[config.mk]
export PLATFORM = sky130hd
export DESIGN_NAME = bg_tile_fetcher
export DESIGN_NICKNAME = d
export VERILOG_FILES = /design/src/rtl/bg_tile_fetcher.sv
export SDC_FILE = /design/constraint.sdc
export NUM_CORES = 1
export LEC_CHECK = 0
export CAP_MARGIN = 20
export CORE_MARGIN = 2
export CORE_UTILIZATION = 50
export CTS_CLUSTER_DIAMETER = 50
export DETAILED_ROUTE_END_ITERATION = 16
export GPL_TIMING_DRIVEN = 0
export PLACE_DENSITY = 0.69
export SYNTH_ARGS = -nofsm -noshare
export SYNTH_HDL_FRONTEND = slang
export SYNTH_SLANG_ARGS = --single-unit
[constraint.sdc]
create_clock -name clk -period 9.1 [get_ports clk]
set_input_delay 1.82 -clock clk [delete_from_list [all_inputs] [get_ports clk]]
set_output_delay 1.82 -clock clk [all_outputs]
set_load 0.05 [all_outputs]
[src/rtl/bg_tile_fetcher.sv]
// rtl/bg_tile_fetcher.sv - background tile row prefetcher and per-pixel tile lookup
//
// Purpose:
//   When line_start pulses, the front and back line buffers swap. The block then
//   prefetches one tile row (16 indices, stored as 4 words) from the background
//   index memory into the back line buffer. In parallel it answers per-pixel
//   lookups from the front line buffer, with a 1-cycle registered latency.
//
// Optional feature macro: BG_SCROLL_EN
//   When defined, the scroll_x/scroll_y inputs are present. Both coordinates
//   wrap modulo 512.
//
// Ports:
//   clk, reset_n                  clock, synchronous active-low reset
//   line_start, line_y            prefetch trigger and the line to prefetch
//   pix_valid, pix_x              per-pixel lookup request
//   mem_address/chipselect/clken  index memory read interface (read-only)
//   mem_readdata                  index memory data, one cycle after address
//   tile_valid/idx/px/py          lookup result
//   fetch_busy, overrun           prefetch status; overrun is sticky
//   scroll_x, scroll_y            (BG_SCROLL_EN only) map scroll offsets
module bg_tile_fetcher #(
  parameter int          TILE_SHIFT = 5,
  parameter logic [7:0]  BLANK_IDX  = 8'h00,
  parameter int          COORD_W    = 10
) (
  input  logic                  clk,
  input  logic                  reset_n,
  input  logic                  line_start,
  input  logic [COORD_W-1:0]    line_y,
  input  logic                  pix_valid,
  input  logic [COORD_W-1:0]    pix_x,
`ifdef BG_SCROLL_EN
  input  logic [8:0]            scroll_x,
  input  logic [8:0]            scroll_y,
`endif
  output logic [5:0]            mem_address,
  output logic                  mem_chipselect,
  output logic                  mem_clken,
  input  logic [31:0]           mem_readdata,
  output logic                  tile_valid,
  output logic [7:0]            tile_idx,
  output logic [TILE_SHIFT-1:0] tile_px,
  output logic [TILE_SHIFT-1:0] tile_py,
  output logic                  fetch_busy,
  output logic                  overrun
);

  localparam int CW = COORD_W - TILE_SHIFT;

  typedef enum logic [1:0] {IDLE, FETCH, DRAIN} state_t;

  state_t                state_q;
  logic [1:0]            k_q;
  logic [3:0]            row_q;
  logic                  front_sel_q;
  logic [TILE_SHIFT-1:0] front_py_q;
  logic [TILE_SHIFT-1:0] back_py_q;
  logic [7:0]            buf_q [2][16];
  logic [5:0]            mem_address_q;
  logic                  mem_cs_q;
  logic                  busy_q;
  logic                  overrun_q;
  logic                  tile_valid_q;
  logic [7:0]            tile_idx_q;
  logic [TILE_SHIFT-1:0] tile_px_q;
  logic [TILE_SHIFT-1:0] tile_py_q;

  logic [COORD_W-1:0]    eff_x;
  logic [COORD_W-1:0]    eff_y;

`ifdef BG_SCROLL_EN
  logic [8:0] scroll_x_q;
  logic [8:0] x_sum;
  logic [8:0] y_sum;
  // 9-bit sums wrap modulo 512, so the map repeats in both directions.
  assign x_sum = pix_x[8:0] + scroll_x_q;
  assign y_sum = line_y[8:0] + scroll_y;
  assign eff_x = COORD_W'(x_sum);
  assign eff_y = COORD_W'(y_sum);
`else
  assign eff_x = pix_x;
  assign eff_y = line_y;
`endif

  logic [CW-1:0] tile_row;
  logic [CW-1:0] tile_col;
  logic          row_in_map;
  logic          col_in_map;
  assign tile_row   = eff_y[COORD_W-1:TILE_SHIFT];
  assign tile_col   = eff_x[COORD_W-1:TILE_SHIFT];
  assign row_in_map = (tile_row < CW'(16));
  assign col_in_map = (tile_col < CW'(16));

  // The word whose address went out last cycle arrives now. This is word k-1
  // while in FETCH, or the final word 3 while in DRAIN.
  logic       cap_en;
  logic [1:0] cap_k;
  assign cap_en = ((state_q == FETCH) && (k_q != 2'd0)) || (state_q == DRAIN);
  assign cap_k  = (state_q == DRAIN) ? 2'd3 : (k_q - 2'd1);

  always_ff @(posedge clk) begin
    if (!reset_n) begin
      state_q       <= IDLE;
      k_q           <= '0;
      row_q         <= '0;
      front_sel_q   <= 1'b0;
      front_py_q    <= '0;
      back_py_q     <= '0;
      mem_address_q <= '0;
      mem_cs_q      <= 1'b0;
      busy_q        <= 1'b0;
      overrun_q     <= 1'b0;
      tile_valid_q  <= 1'b0;
      tile_idx_q    <= '0;
      tile_px_q     <= '0;
      tile_py_q     <= '0;
      for (int b = 0; b < 2; b++)
        for (int i = 0; i < 16; i++)
          buf_q[b][i] <= BLANK_IDX;
`ifdef BG_SCROLL_EN
      scroll_x_q    <= '0;
`endif
    end else begin
      // Lookup path. This reads the pre-swap front buffer, even in a line_start cycle.
      tile_valid_q <= pix_valid;
      if (pix_valid) begin
        tile_idx_q <= col_in_map ? buf_q[front_sel_q][tile_col[3:0]] : BLANK_IDX;
        tile_px_q  <= eff_x[TILE_SHIFT-1:0];
        tile_py_q  <= front_py_q;
      end

      if (line_start) begin
        // Swap the buffers. A fetch still in flight is abandoned, so a
        // partially filled buffer becomes the front buffer.
        front_sel_q <= ~front_sel_q;
        front_py_q  <= back_py_q;
        back_py_q   <= eff_y[TILE_SHIFT-1:0];
`ifdef BG_SCROLL_EN
        scroll_x_q  <= scroll_x;
`endif
        if (busy_q)
          overrun_q <= 1'b1;
        if (row_in_map) begin
          state_q       <= FETCH;
          k_q           <= 2'd0;
          row_q         <= tile_row[3:0];
          mem_address_q <= {tile_row[3:0], 2'd0};
          mem_cs_q      <= 1'b1;
          busy_q        <= 1'b1;
        end else begin
          // After the swap, the new back buffer is the old front buffer.
          state_q  <= IDLE;
          mem_cs_q <= 1'b0;
          busy_q   <= 1'b0;
          for (int i = 0; i < 16; i++)
            buf_q[front_sel_q][i] <= BLANK_IDX;
        end
      end else begin
        if (cap_en)
          for (int j = 0; j < 4; j++)
            buf_q[~front_sel_q][{cap_k, 2'(j)}] <= mem_readdata[8*j +: 8];
        case (state_q)
          FETCH: begin
            if (k_q == 2'd3) begin
              state_q  <= DRAIN;
              mem_cs_q <= 1'b0;
            end else begin
              k_q           <= k_q + 2'd1;
              mem_address_q <= {row_q, k_q + 2'd1};
            end
          end
          DRAIN: begin
            state_q <= IDLE;
            busy_q  <= 1'b0;
          end
          default: ;
        endcase
      end
    end
  end

  assign mem_address    = mem_address_q;
  assign mem_chipselect = mem_cs_q;
  assign mem_clken      = reset_n;
  assign fetch_busy     = busy_q;
  assign overrun        = overrun_q;
  assign tile_valid     = tile_valid_q;
  assign tile_idx       = tile_idx_q;
  assign tile_px        = tile_px_q;
  assign tile_py        = tile_py_q;

endmodule

==> qor.txt <==
total track usage - 27.0%
Clock Sink Count - 302
CP delay by family, top - buffers and inverters
Synth Net Count - 1099
mapped cell area - 0.0139 mm²
Clk Latency, worst-skew pair - 0.52 ns
FP Rows - 61
slowest stage cell, crit path - clkdlybuf4s50_1
Setup Buffers After CTS - 0
fin cells - 1573
Final Routed Wirelength - 38.5 mm
Layout area overhead - 19.3%
P per Cell Area - 199 mW/mm²
Post-Syn Area per Cell - 13.4 µm²
status - finished, final reports clean
global-route wire length before repair - 57.0 mm
Initial Util - 50.4%
Hold Path Class - flop to flop
die width - 171 µm
DPL Wire Length - 28.0 mm
Seq. cell area - 0.00861 mm²
I/O Buffers - 81
clock skew - 0.0183 ns
count of final setup violators - 0
Layout Nets - 1228
crit path cell chain - clkdlybuf4s50_1 -> buf_4 -> clkdlybuf4s50_1
Post-synth EDFFs - 256
Critical Path Fanout Max - 6
critical path depth - 3
slowest stage delay, CP - 0.79 ns
Crit path required time - 7.28 ns
Crit Path Class - input port to primary output
Die ar. - 0.0292 mm²
FFs w/ async S/R, synth - 0%
Synth Warn # - 0
core area - 0.0276 mm²
largest net degree at the start of global routing - 25
ys flop type - edfxtp_1
Reg clk slew, reported paths - 0.06 ns
sequential share of the synthesized area - 61.8%
cell depth of the worst flop-to-flop path - 8
Final Wtd Congestion - 0.906
drt wl/cell - 24.5 µm
GR Overflow Total - 0
via count - 9332
area occupied by multi-input gates - 0.00486 mm²
H-tree Lvls - 2
worst slew pin tran - 0.959 ns
fillers - 2235
crit-path most repeated cell - clkdlybuf4s50_1
CTS tree - done
fraction of layout cells with a size suffix above 1 - 14.8%
RSZ-0062 raised after global routing - false
crit end category - primary output
WP data arrival - 3.44 ns
Hold Path Depth - 2
Max Slew Vio Count - 0
Mapped Cells - 1041
Fmax - 190 MHz
Tcrit/Tclk final - 57.8%
Vias/cell - 5.93
Buf/Inv on CP - 3
1st-pass router iterations - 5
drt drc - 0
Hold Vio Cnt, Final - 0
cts bufs inserted - 36
vias in the first global route - 9334
Placed Cells - 1509
Peak VDD IR - 157 µV
starting DRC count in detailed routing - 1107
Final TNS setup - 0 ns
Antenna diodes - 0
min Tclk post-route - 5.26 ns
Netlist cell types - 58
CTS root buf - clkbuf_16
Vert. Die Dim - 171 µm
max cap viols - 0
post_cts resized - 0
initial antenna violation count - 2
Rel. slew slack - 35.8%
leakage power - 6.66 nW
I/O pins - 85
CP Launch Type - input port
Hold Buf Count CTS - 0
remaining antenna violation count - 0
maximum clock insertion buffer count - 3
Seq cells post-synth - 302
[cell families (layout without fill, tap and decap cells)]
| group | Yosys count | count (layout) | synth area share (%) |
|---|---|---|---|
| simple gates | 329 | 329 | 11.3 |
| compound gates | 197 | 197 | 9.99 |
| mux | 122 | 122 | 13.0 |
| buf+inv | 87 | 241 | 3.60 |
| flops | 302 | 302 | 61.8 |
| fa+ha+maj | 2 | 2 | 0.180 |
| xor+xnor | 2 | 2 | 0.126 |
[registers in the layout (all words and copies together), names as in the netlist, 2 cells and up, named ones only]
signal	flops
back_py_q	5
buf_q	256
front_py_q	5
mem_address	5
row_q	4
state_q	2
tile_idx	8
tile_px	5
tile_py	5
[metrics by stage]
step / hold WS, ns / power (mW) / instance area, µm² / util (%) / setup slack (ns)
6_report: 0.457 / 3.31 / 16600 / 60.2 / 3.84
5_1_grt: 0.473 / 3.39 / 16600 / 60.2 / 3.81
4_1_cts: 0.458 / 3.31 / 16600 / 60.1 / 3.85
3_5_place_dp: 0.450 / 1.93 / 15500 / 55.9 / 3.85
3_3_place_gp: 0.445 / 1.92 / 15200 / 55.1 / 1.18
2_1_floorplan: 0.436 / 1.79 / 13900 / - / 3.67
[worst paths after layout]
| check | start | end | slack, ns |
|---|---|---|---|
| worst max-delay path | reset_n | mem_clken | 3.84 |
| worst min-delay path | row_q[1] | row_q[1] | 0.46 |
| worst max register to register | k_q[0] | buf_q[0][69] | 5.70 |
| worst min register to register | row_q[1] | row_q[1] | 0.46 |
[cell usage after synthesis (2+ instances only)]
| cell | instances | area [µm²] |
|---|---|---|
| mux2i_1 | 65 | 651 |
| nand3_1 | 3 | 15.0 |
| a21boi_0 | 2 | 15.0 |
| nor3b_2 | 2 | 25.0 |
| nor3_1 | 11 | 55.1 |
| dfxtp_1 | 46 | 921 |
| a21o_1 | 57 | 428 |
| o211ai_1 | 8 | 60.1 |
| nor4_1 | 7 | 43.8 |
| o21ai_1 | 3 | 15.0 |
| xnor2_1 | 2 | 17.5 |
| a2111oi_0 | 6 | 52.6 |
| buf_1 | 4 | 15.0 |
| a221oi_1 | 7 | 61.3 |
| buf_6 | 6 | 67.6 |
| ha_1 | 2 | 25.0 |
| nor2b_1 | 81 | 507 |
| a211oi_1 | 27 | 203 |
| a21oi_1 | 50 | 250 |
| nand2b_1 | 5 | 31.3 |
| a22oi_1 | 3 | 22.5 |
| mux2_2 | 16 | 180 |
| nor2_1 | 113 | 424 |
| and4b_1 | 2 | 20.0 |
| mux4_2 | 24 | 541 |
| clkbuf_1 | 14 | 52.6 |
| buf_4 | 20 | 150 |
| o21ai_0 | 12 | 60.1 |
| inv_1 | 11 | 41.3 |
| nand2_1 | 92 | 345 |
| a22o_1 | 7 | 61.3 |
| o2111a_1 | 6 | 67.6 |
| mux4_1 | 17 | 447 |
| and2_1 | 4 | 25.0 |
| buf_2 | 28 | 140 |
| edfxtp_1 | 256 | 7690 |
[power breakdown]
group	internal (mW)	switching (mW)	total [mW]	leakage, nW
clock	0.839	0.562	1.40	0.550
combinational	0.132	0.193	0.325	3.07
sequential	1.56	0.0200	1.58	3.04
[worst min-delay path, delay by kind of cell, from the launching register on]
| kind | cells | cell delay, ns |
|---|---|---|
| and+or+nand+nor | 1 | 0.05 |
| AOI/OAI and AO/OA | 1 | 0.05 |
| DFF | 1 | 0.31 |
[cell usage in the layout, fill, tap and decap left out, drive strengths merged, types with 9 or more instances in the layout]
cell,instances
edfxtp,256
clkdlybuf4s50,81
buf,69
a21o,57
nand2,93
o21ai,15
dfxtp,46
a21oi,50
mux4,41
nor2b,81
inv,13
nor3,12
a211oi,27
nor2,114
mux2i,65
clkbuf,59
clkinv,11
mux2,16
o211ai,9
[final cells by class]
class	count	area share [%]
inverter	13	0.294
timing repair buffer	91	6.20
tap	378	2.85
clock buffer	44	5.79
sequential	302	51.8
buffer	74	2.72
multi-input combinational	652	29.3
clock inverter	19	1.10
[per-layer routing]
layer | routed length, µm | GRT usage (%)
met2 | 18100 | 43.8
met3 | 3230 | 5.02
met4 | 1440 | 9.62
met1 | 15800 | 36.7
met5 | 0 | 0
Power figures use the tool's default switching activity.
